### src/rtl/reg32_write_arbiter.sv
`default_nettype none
// =============================================================================
// reg32_write_arbiter: round-robin write arbiter that owns en/din of one shared register
// Rev 1.0 | optional `ARB_LOCK_EN` adds a per-requester lock for back-to-back writes
// =============================================================================
module reg32_write_arbiter #(
   parameter int NREQ  = 4,
   parameter int WIDTH = 32
) (
   input  logic                  clk,
   input  logic                  rst,
   input  logic [NREQ-1:0]       req,
   input  logic [NREQ*WIDTH-1:0] wdata,
`ifdef ARB_LOCK_EN
   input  logic [NREQ-1:0]       lock,
`endif
   output logic [NREQ-1:0]       gnt,
   output logic [NREQ-1:0]       ack,
   output logic [WIDTH-1:0]      rdata,
   output logic                  busy,
   output logic                  reg_en,
   output logic [WIDTH-1:0]      reg_din,
   input  logic [WIDTH-1:0]      reg_dout
);

   localparam int SELW = (NREQ > 1) ? $clog2(NREQ) : 1;

   typedef enum logic [1:0] {
      S_IDLE  = 2'd0,
      S_WRITE = 2'd1,
      S_ACK   = 2'd2
   } state_t;

   state_t            r_state;
   state_t            w_state_nxt;
   logic [SELW-1:0]   r_sel;
   logic [SELW-1:0]   r_ptr;
   logic [SELW-1:0]   w_win;
   logic [SELW-1:0]   w_sel_nxt;
   logic [SELW-1:0]   w_ptr_nxt;
   logic [WIDTH-1:0]  r_data;
   logic [WIDTH-1:0]  w_data_nxt;
   logic              w_found;
   logic              w_chain;
   int                w_idx;
   logic [NREQ-1:0]   w_onehot;
   logic [WIDTH-1:0]  w_words [NREQ];

   generate
      for (genvar gi = 0; gi < NREQ; gi++) begin : g_unpack
         assign w_words[gi] = wdata[gi*WIDTH +: WIDTH];
      end
   endgenerate

   // Search starts one past the last winner and wraps, so the last winner has lowest priority.
   always_comb begin
      w_found = 1'b0;
      w_win   = r_ptr;
      w_idx   = 0;
      for (int off = 1; off <= NREQ; off++) begin
         w_idx = int'(r_ptr) + off;
         if (w_idx >= NREQ) begin
            w_idx = w_idx - NREQ;
         end
         if (!w_found && req[SELW'(w_idx)]) begin
            w_found = 1'b1;
            w_win   = SELW'(w_idx);
         end
      end
   end

`ifdef ARB_LOCK_EN
   assign w_chain = req[r_sel] & lock[r_sel];
`else
   assign w_chain = 1'b0;
`endif

   always_comb begin
      w_state_nxt = r_state;
      w_sel_nxt   = r_sel;
      w_ptr_nxt   = r_ptr;
      w_data_nxt  = r_data;
      case (r_state)
         S_IDLE: begin
            if (w_found) begin
               w_state_nxt = S_WRITE;
               w_sel_nxt   = w_win;
               w_data_nxt  = w_words[w_win];
            end
         end
         S_WRITE: begin
            w_state_nxt = S_ACK;
         end
         S_ACK: begin
            // A locked owner re-enters WRITE directly and leaves the pointer untouched.
            if (w_chain) begin
               w_state_nxt = S_WRITE;
               w_data_nxt  = w_words[r_sel];
            end else begin
               w_state_nxt = S_IDLE;
               w_ptr_nxt   = r_sel;
            end
         end
         default: begin
            w_state_nxt = S_IDLE;
         end
      endcase
   end

   always_ff @(posedge clk) begin
      if (rst) begin
         r_state <= S_IDLE;
         r_sel   <= '0;
         r_ptr   <= SELW'(NREQ - 1);
         r_data  <= '0;
      end else begin
         r_state <= w_state_nxt;
         r_sel   <= w_sel_nxt;
         r_ptr   <= w_ptr_nxt;
         r_data  <= w_data_nxt;
      end
   end

   assign w_onehot = NREQ'(1) << r_sel;
   assign gnt      = (r_state == S_WRITE) ? w_onehot : '0;
   assign ack      = (r_state == S_ACK)   ? w_onehot : '0;
   assign reg_en   = (r_state == S_WRITE);
   assign busy     = (r_state != S_IDLE);
   assign reg_din  = r_data;
   assign rdata    = reg_dout;

endmodule
`default_nettype wire

### config.mk
export PLATFORM = sky130hd
export DESIGN_NAME = reg32_write_arbiter
export DESIGN_NICKNAME = d
export VERILOG_FILES = /design/src/rtl/reg32_write_arbiter.sv
export SDC_FILE = /design/constraint.sdc
export NUM_CORES = 1
export LEC_CHECK = 0
export BUFFER_PORTS_ARGS = -buffer_cell sky130_fd_sc_hd__buf_2
export CELL_PAD_IN_SITES_DETAIL_PLACEMENT = 1
export CELL_PAD_IN_SITES_GLOBAL_PLACEMENT = 1
export CORE_MARGIN = 4
export CORE_UTILIZATION = 29
export CTS_CLUSTER_SIZE = 25
export DETAILED_ROUTE_END_ITERATION = 10
export HOLD_SLACK_MARGIN = 0.05
export PLACE_DENSITY = 0.94
export SYNTH_ARGS = -nofsm -noshare
export SYNTH_HDL_FRONTEND = slang
export SYNTH_SLANG_ARGS = --single-unit
### constraint.sdc
create_clock -name clk -period 2.75 [get_ports clk]
set_input_delay 0.1375 -clock clk [delete_from_list [all_inputs] [get_ports clk]]
set_output_delay 0.1375 -clock clk [all_outputs]
set_load 0.01 [all_outputs]
==> results_dict.tcl, run 1 <==
set metrics [dict create \
    skew_ns 0.00531 \
    routed_via_density 5.37 \
    dieArea_um2 12000 \
    seqPwrFrac_pct 39.8 \
    antenna_left 0 \
    period_minus_slack_ns 2.11 \
    ys_warn_count 0 \
    n_fill_cell 1253 \
    ys_seq_elements 38 \
    syn_area_per_cell_um2 8.62 \
    firstDrtPassIters 4 \
    final_net_count 639 \
    grt_use_met3_pct 3.23 \
    htreeDepth 2 \
    clock_sinks 38 \
    status "finished clean" \
    slew_headroom_pct 23.8 \
    power_density_nw_per_um2 449 \
    top_level_ports 240 \
    critPathMaxFanout 17 \
    numCtsBuffers 5 \
    cts_resized 0 \
    antenna_found_initial 0 \
    p_leak_nw 1.98 \
    avgRoutedWirePerCell_um 19.3 \
    dp.final_hpwl_mm 8.67 \
    grt_max_degree 33 \
    r2r_slack_ns 0.64 \
    fin_crit_sh_pct 76.9 \
    setup_viol 0 \
    track_usage_pct 18.6 \
    cap_violations 0 \
    drtIter0Drc 68 \
    grtUsageMet2_pct 34.1 \
    switching_share_pct 35.0 \
    placed_area_um2 3720 \
    utilization_pct 38.4 \
    top_usage_layer "met2" \
    cts_root_buffer "clkbuf_8" \
    final_common_cell "buf_2" \
    drv_slew 0 \
    post-cts-setup-buffers 0 \
    synthCells 346 \
    design_area_um2 3810 \
    gp_congestion 0.761 \
    clk_pin_slew_ns 0.08 \
    area_growth_pct 27.6 \
    tns_ns 0 \
    start_util_pct 30.1 \
    combPwrFrac_pct 37.5 \
    cp_slowest_cell "nand2_2" \
    ir_worst_vdd_v 0.000155 \
    max_freq_mhz 473 \
    vias 3251 \
    power_switching_w 0.000597 \
    rows 36 \
    p_clk_share_pct 22.7 \
    drt-total-wl_mm 11.7 \
    cp_top_family "simple AND/OR/NAND/NOR gates" \
    arrival_ns 2.32 \
    slowest_delay_ns 0.39 \
    grt_pass1_vias 3588 \
    cts_tree "done" \
    hold_viol_final 0 \
    worstMarginPinSlew_ns 1.14 \
    antenna_cells 0 \
    seq_area_frac_synth_pct 25.5 \
    hold_path.class "input port to register" \
    rsz0062_at_grt "no" \
    insertion_delay_ns 0.29 \
    grt_pass1_wl_mm 17.5 \
    synth_area_um2 2980 \
    layout_common_cells "175 x buf_2, 39 x nand2_1, 38 x dfxtp_1" \
    syn_nets 512 \
    detail_route.drc_violations 0 \
    worstSetupPathType "register to register" \
    ctsLongestPathBuffers 2 \
    power.internal_w 0.00111 \
    holdBufCountCts 0 \
    grt.met1_usage_pct 20.6 \
    coreArea_um2 9910 \
    portBuffers 175 \
    grt-ovfl-total 0 \
    timing.critical_path.buf_inv 2 \
    startpoint_type "register" \
    dieHeight_um 109 \
    die_width_um 109 \
    crit_path_cell_trace "nor2_1 > inv_1 > nor3b_2 > nand2_2 > buf_12 > o211ai_1" \
    drive_above_1_share_pct 48.1 \
    ys_types 29 \
    cp.required_ns 2.96 \
    critPathCaptureType "register" \
]
[cells in the mapped netlist]
cell	instances	area, um^2
nand2b_1	5	31.3
o31ai_1	32	240
dfxtp_1	38	761
clkbuf_1	21	78.8
and2_1	1	6.26
a21oi_1	2	10.0
or4_4	1	11.3
nor3_4	1	16.3
a21o_1	34	255
and3b_1	1	8.76
o21ba_1	1	10.0
a211o_1	2	17.5
o21ai_2	1	8.76
buf_4	38	285
nor3_1	3	15.0
a31oi_1	1	6.26
nor3b_2	1	12.5
o21ai_1	1	5.00
nor2_1	13	48.8
buf_6	4	45.0
a21oi_2	3	26.3
mux2i_1	32	320
nand2_1	40	150
buf_2	1	5.00
nand4_1	32	200
a311oi_1	1	8.76
o211ai_2	29	363
inv_1	4	15.0
o211ai_1	3	22.5
[state kept, by name, indices dropped and copies added (netlist names)]
signal   flops
r_ptr        2
r_sel        2
r_state      2
reg_din     32
[kinds of logic (layout without fill, tap and decap cells)]
| logic type | after synthesis | count (layout) | share of synthesized area [%] |
|---|---|---|---|
| and+or+nand+nor | 98 | 98 | 16.8 |
| muxes | 32 | 32 | 10.7 |
| buffers and inverters | 68 | 194 | 14.4 |
| AOI/OAI and AO/OA | 110 | 110 | 32.6 |
| DFF | 38 | 38 | 25.5 |
[layer usage]
metal | wire length [um] | share of wire, %
met5 | 0 | 0
met4 | 400 | 3.4
met3 | 673 | 5.8
met2 | 6060 | 52
met1 | 4520 | 39
[cell type report]
type / instances / area, um^2 / area share, %
Multi-Input combinational cell: 240 / 1830 / 48.0
Timing Repair Buffer: 184 / 956 / 25.1
Sequential cell: 38 / 761 / 20.0
Tap cell: 133 / 166 / 4.37
Clock buffer: 6 / 82.6 / 2.17
Inverter: 4 / 15.0 / 0.394
[through the flow]
step,power [W],hold slack [ns],instances,setup slack (ns)
2_1_floorplan,0.00111,0.210,346,1.07
3_3_place_gp,0.00131,0.275,599,0.791
3_5_place_dp,0.00134,0.275,599,0.629
4_1_cts,0.00173,0.138,605,0.627
5_1_grt,0.00181,0.148,605,0.479
6_report,0.00171,0.149,605,0.637
[tightest hold or removal path: cells and delay by family]
family | cells | cell delay [ns]
buffers and inverters | 1 | 0.07
multiplexers | 1 | 0.07
AO/OA/AOI/OAI | 1 | 0.12
[power groups by stage]
stage / Combinational, W / Sequential (W) / Clock, W
2_1_floorplan: 0.000398 / 0.000715 / 0
3_3_place_gp: 0.000619 / 0.000687 / 0
3_5_place_dp: 0.000646 / 0.000691 / 0
4_1_cts: 0.000647 / 0.000680 / 0.000405
5_1_grt: 0.000700 / 0.000689 / 0.000425
6_report: 0.000641 / 0.000681 / 0.000387
[worst paths after layout]
| check | start | end | cells past startpoint |
|---|---|---|---|
| worst max-delay path | r_state[1] | reg_din[17] | 6 |
| worst min register to register | reg_din[12] | reg_din[12] | 2 |
| worst min-delay path | wdata[74] | reg_din[10] | 3 |
| worst max register to register | r_state[1] | reg_din[17] | 6 |
No activity file was read; power rests on OpenSTA's default activity.
==> run 2: changes to the inputs <==
Settings changed: ABC_AREA set to 1, CORE_UTILIZATION 29 to 23, PLACE_DENSITY 0.94 to 0.83.
Clock period 2.75 ns to 1.9 ns, I/O delays scaled along.
==> run 2 against run 1 <==
  * The run now ends with negative setup slack left
  * Utilization fell by 2.0 points
  * Clock skew grew 0.0025 ns
  * Synthesized cell count rose by 68%
==> results_dict.tcl, run 2 <==
set metrics [dict create \
    cp.required_ns 2.11 \
    synthAdderAreaFrac_pct 0 \
    antenna_cells 0 \
    reg2regPathDepth 11 \
    startpoint_type "register" \
    worstSetupPathType "register to register" \
    top_level_ports 240 \
    hold_path.class "input port to register" \
    critPathCaptureType "register" \
    rows 43 \
    yosysTopAreaCell "nand2_1" \
    arrival_ns 2.17 \
    portBuffers 175 \
    insertion_delay_ns 0.29 \
    status "complete, but fails checks" \
    drive_above_1_share_pct 39.1 \
    power_density_nw_per_um2 1060 \
    track_usage_pct 15.6 \
    synth-simple-area-share_pct 52.6 \
    cap_violations 0 \
    grt_pass1_wl_mm 21.1 \
    multi_input_area_um2 2180 \
    worstMarginPinSlew_ns 0.643 \
    placedCellCount 891 \
    ys_warn_count 0 \
    syn_nets 749 \
    synth_flop_cell "dfxtp_1" \
    clock_sinks 38 \
    synth_top_family_by_area "simple AND/OR/NAND/NOR gates" \
    p_leak_nw 2.85 \
    final-instance-count-excl-fill 921 \
    tns_ns -0.0608 \
    antenna_left 0 \
    synth_xor_area_share_pct 0 \
    ys_top_cells_by_count "203 x nand2_1, 121 x nand3_1, 42 x inv_1" \
    seq_area_um2 768 \
    layout_common_cells "184 x nand2_1, 175 x buf_2, 106 x nand3_1" \
    die_width_um 129 \
    clk_pin_slew_ns 0.06 \
    synth_edf_count 0 \
    ys_types 23 \
    drv_slew 0 \
    hold_path_depth 7 \
    final_net_count 906 \
    yosysMostFrequentCell "nand2_1" \
    slew_headroom_pct 57.1 \
    firstDrtPassIters 4 \
    dieHeight_um 129 \
    htreeDepth 2 \
    rsz0062_at_grt "yes" \
    grt_pass1_vias 4182 \
    cts_root_buffer "clkbuf_16" \
    setup_viol 1 \
    numCtsBuffers 5 \
    detail_route.drc_violations 0 \
    synth_area_um2 3370 \
    netlist_top_cells_area "nand2_1 23%, dfxtp_1 23%, nand3_1 18%" \
    seq_area_frac_synth_pct 22.6 \
    hold_end "reg_din[18]" \
    drt-total-wl_mm 15.7 \
    placed_area_um2 4290 \
    n_fill_cell 1866 \
    dieArea_um2 16600 \
    skew_ns 0.00786 \
    critPathMaxFanout 20 \
    grt_max_degree 38 \
    syn_area_per_cell_um2 5.77 \
    crit_path_cell_trace "clkinv_8 > nand2_2 > nand2_4 > nand2_2 > nand2_4 > buf_4 > nand3b_1 > nand3_2 > buf_4 > o21ai_0 > a21oi_1" \
    avgRoutedWirePerCell_um 17.1 \
    post-synth-top-area-fraction_pct 22.6 \
    ir_worst_vdd_v 0.000447 \
    period_minus_slack_ns 1.96 \
    ctsLongestPathBuffers 2 \
    gp_congestion 0.823 \
    ys_seq_elements 38 \
    design_area_um2 5140 \
    timing.hold.ws_ns 0.186 \
    vias 4358 \
    r2r-start "r_ptr[0]" \
    fin_ws_ns -0.0608 \
    dp.final_hpwl_mm 10.2 \
    cts_tree "done" \
    routed_via_density 4.73 \
    r2r-end "r_sel[0]" \
    synth_mux_area_share_pct 0 \
    final_common_cell "nand2_1" \
    drtIter0Drc 242 \
    synthArstFlopShare_pct 0 \
    fin_crit_sh_pct 103 \
    cp_slowest_cell "dfxtp_4" \
    grt-ovfl-total 0 \
    failed_checks "negative setup slack" \
    antenna_found_initial 0 \
    synthCells 583 \
    start_util_pct 23.9 \
    r2r_slack_ns -0.06 \
    slowest_delay_ns 0.40 \
    max_freq_mhz 510 \
    hold_start "wdata[114]" \
    largest_reg_flops 32 \
    area_growth_pct 52.6 \
    hold_viol_final 0 \
    coreArea_um2 14100 \
    synth_compound_area_share_pct 4.35 \
    pre_cts_slack_ns -0.0390 \
]
==> run 2: changes by cell type after synthesis, sizes merged, moves of 24 or more <==
| cell | delta |
|---|---|
| o211ai | -30 |
| nand2 | +172 |
| a21o | -34 |
| nor2 | +25 |
| nand4 | -32 |
| inv | +43 |
| mux2i | -32 |
| buf | +24 |
| nand3 | +124 |
| o31ai | -32 |
==> run 2: per-layer routing <==
metal,routed length [um],vias to the layer above,track usage (%)
li1,-,2133,-
met1,6480,2031,18.8
met2,7840,163,27.6
met3,1040,31,3.40
met4,362,0,5.25
met5,0,-,0
==> run 2: worst max path at each step <==
stage               startpoint          end  slack (ns)  depth (start not counted)
finish                r_ptr[0]     r_sel[0]       -0.06                         11
global route          r_ptr[0]     r_sel[0]       -0.17                         11
CTS                   r_ptr[0]  reg_din[30]       0.003                         14
detailed placement    r_ptr[0]   reg_din[0]       -0.04                         15
global placement      r_ptr[0]  reg_din[20]        0.03                         15
floorplan             r_ptr[0]  reg_din[19]        0.18                         16
==> run 2: cells by family after synthesis <==
group,after synthesis
AND/OR/NAND/NOR,398
buffers and inverters,119
flip-flops,38
AO/OA/AOI/OAI,28
==> run 2: what timing repair did <==
item | 4_1_cts | 5_1_grt
pin swaps | 4 | 31
setup buffers | 3 | 7
resized for setup | 11 | 86
gates cloned | 1 | 11
hold buffers | 0 | 0
setup endpoints to repair | 25 | 34
==> run 2: worst max-delay path, delay by kind of cell, from the launching register on <==
kind | cells | cell delay [ns]
compound gates | 2 | 0.30
buf+inv | 3 | 0.51
flops | 1 | 0.40
simple gates | 6 | 0.64
==> run 2: through the flow <==
| stage | total power [W] | util, % |
|---|---|---|
| floorplan | 0.00293 | - |
| global placement | 0.00387 | 30.5 |
| detailed placement | 0.00392 | 30.5 |
| CTS | 0.00490 | 32.2 |
| global route | 0.00589 | 36.4 |
| finish | 0.00545 | 36.4 |
==> run 2: layout make-up <==
class / count / area share (%)
clock inverter: 1 / 0.0974
sequential: 38 / 15.0
clock buffer: 7 / 2.78
timing repair buffer: 222 / 31.2
inverter: 47 / 4.17
multi-input combinational: 426 / 42.4
tap: 180 / 4.38
==> run 2: report_power, final <==
part | switching (W) | total, W | internal [W]
clock network | 0.000351 | 0.000873 | 0.000522
logic | 0.00191 | 0.00343 | 0.00152
registers | 0.000138 | 0.00115 | 0.00101
total | 0.00240 | 0.00545 | 0.00306
==> run 3: changes to the inputs <==
Settings changed: CORE_UTILIZATION 23 to 28, CTS_BUF_LIST set to sky130_fd_sc_hd__clkbuf_4 sky130_fd_sc_hd__clkbuf_8, PLACE_DENSITY 0.83 to 0.93.
Clock period 1.9 ns to 2.5 ns, I/O delays scaled along.
==> run 3 against run 2 <==
  * Maximum frequency down 10%
  * Cell area fell by 20%
  * The run now ends clean
  * Die area fell by 17%
  * First-iteration DRC count shrank 28%
  * Highest routed layer unchanged
  * Critical endpoint is now reg_din[7]
==> results_dict.tcl, run 3 (synthesized netlist as in run 2, its figures left out) <==
set metrics [dict create \
    switching_share_pct 47.1 \
    hold_path.class "input port to register" \
    insertion_delay_ns 0.30 \
    fin_crit_sh_pct 87.4 \
    antenna_left 0 \
    period_minus_slack_ns 2.18 \
    startpoint_type "register" \
    utilization_pct 35.4 \
    layout_common_cells "203 x nand2_1, 175 x buf_2, 121 x nand3_1" \
    cts_tree "done" \
    timing.hold.ws_ns 0.216 \
    track_usage_pct 17.4 \
    start_util_pct 29.0 \
    cp_top_family "simple AND/OR/NAND/NOR gates" \
    rsz0062_at_grt "no" \
    cts_resized 0 \
    cts_root_buffer "clkbuf_8" \
    gp_congestion 0.791 \
    slowest_delay_ns 0.39 \
    numCtsBuffers 5 \
    grt_max_degree 47 \
    dieArea_um2 13800 \
    timing.critical_path.buf_inv 2 \
    htreeDepth 2 \
    area_growth_pct 22.1 \
    grt_pass1_wl_mm 20.2 \
    power.internal_w 0.00166 \
    n_fill_cell 1647 \
    dp.final_hpwl_mm 9.59 \
    critPathCaptureType "register" \
    cp_slowest_cell "dfxtp_1" \
    cap_violations 0 \
    routed_via_density 4.86 \
    arrival_ns 2.35 \
    avgRoutedWirePerCell_um 14.5 \
    setup_viol 0 \
    clock_sinks 38 \
    combPwrFrac_pct 58.8 \
    tns_ns 0 \
    rows 39 \
    ctsLongestPathBuffers 2 \
    worstSetupPathType "register to register" \
    critPathMostFrequentCell "nand3_1" \
    power_switching_w 0.00147 \
    grt-ovfl-total 0 \
    crit_path_cell_trace "inv_2 > nand2_1 > nand2_1 > nand2_2 > nand2_2 > nor2_2 > nand3_1 > nand2_4 > buf_4 > nand3_1 > nand3_1 > a21oi_1" \
    clk_pin_slew_ns 0.08 \
    coreArea_um2 11600 \
    die_width_um 118 \
    slew_headroom_pct 59.4 \
    p_clk_share_pct 13.9 \
    skew_ns 0.0128 \
    critPathMaxFanout 33 \
    status "finished clean" \
    firstDrtPassIters 4 \
    cp.required_ns 2.67 \
    largest_reg_flops 32 \
    post-cts-setup-buffers 0 \
    detail_route.drc_violations 0 \
    antenna_found_initial 0 \
    drive_above_1_share_pct 30.2 \
    drtIter0Drc 174 \
    power_density_nw_per_um2 762 \
    dieHeight_um 118 \
    ir_worst_vdd_v 0.000309 \
    portBuffers 175 \
    seqPwrFrac_pct 27.3 \
    vias 4126 \
    final_common_cell "nand2_1" \
    p_leak_nw 2.44 \
    grt_pass1_vias 4262 \
    drv_slew 0 \
    drt-total-wl_mm 12.3 \
    worstMarginPinSlew_ns 0.609 \
    max_freq_mhz 458 \
    top_level_ports 240 \
    holdBufCountCts 0 \
    final_net_count 873 \
    hold_viol_final 0 \
    antenna_cells 0 \
]
run 3: path summary, 6_finish.rpt:
kind	cells after the start	slack, ns	start	endpoint
worst max register to register	12	0.32	r_ptr[0]	reg_din[7]
worst max-delay path	12	0.32	r_ptr[0]	reg_din[7]
worst min register to register	2	0.46	reg_din[1]	reg_din[1]
worst min-delay path	7	0.22	wdata[50]	reg_din[18]
run 3: per-layer routing:
metal / vias up / global-route usage, % / share of wire [%]
li1: 2060 / - / -
met1: 1899 / 19.1 / 41
met2: 138 / 31.8 / 50
met3: 29 / 4.76 / 6.8
met4: 0 / 6.81 / 2.8
met5: - / 0 / 0
run 3: cell type report:
cell class / count / area, um^2 / share of cell area, %
clock buffers: 6 / 82.6 / 2.01
flip-flops and latches: 38 / 761 / 18.5
well taps: 143 / 179 / 4.35
multi-input cells: 426 / 1920 / 46.7
inverters: 47 / 176 / 4.29
repair buffers: 189 / 993 / 24.2
run 3: per-stage QoR:
| stage | instances | power, W | setup slack (ns) | cell area [um^2] |
|---|---|---|---|---|
| finish | 849 | 0.00313 | 0.316 | 4110 |
| global route | 849 | 0.00345 | 0.0782 | 4110 |
| CTS | 849 | 0.00318 | 0.324 | 4110 |
| detailed placement | 843 | 0.00273 | 0.334 | 4030 |
| global placement | 843 | 0.00268 | 0.404 | 4030 |
| floorplan | 583 | 0.00223 | 0.784 | 3370 |
run 3: worst min-delay path, cell delays in order:
cell	delay (ns)
buf_2	0.07
nand2_1	0.04
nand2_1	0.05
nand2_1	0.04
nand3_1	0.05
nand2_1	0.05
inv_1	0.04
run 3: power by group through the flow:
| stage | sequential [W] | clock (W) | combinational [W] |
|---|---|---|---|
| after floorplan | 0.000932 | 0 | 0.00130 |
| after global placement | 0.000860 | 0 | 0.00182 |
| after detailed placement | 0.000872 | 0 | 0.00186 |
| after CTS | 0.000859 | 0.000454 | 0.00187 |
| after global routing | 0.000878 | 0.000476 | 0.00210 |
| final | 0.000855 | 0.000435 | 0.00184 |
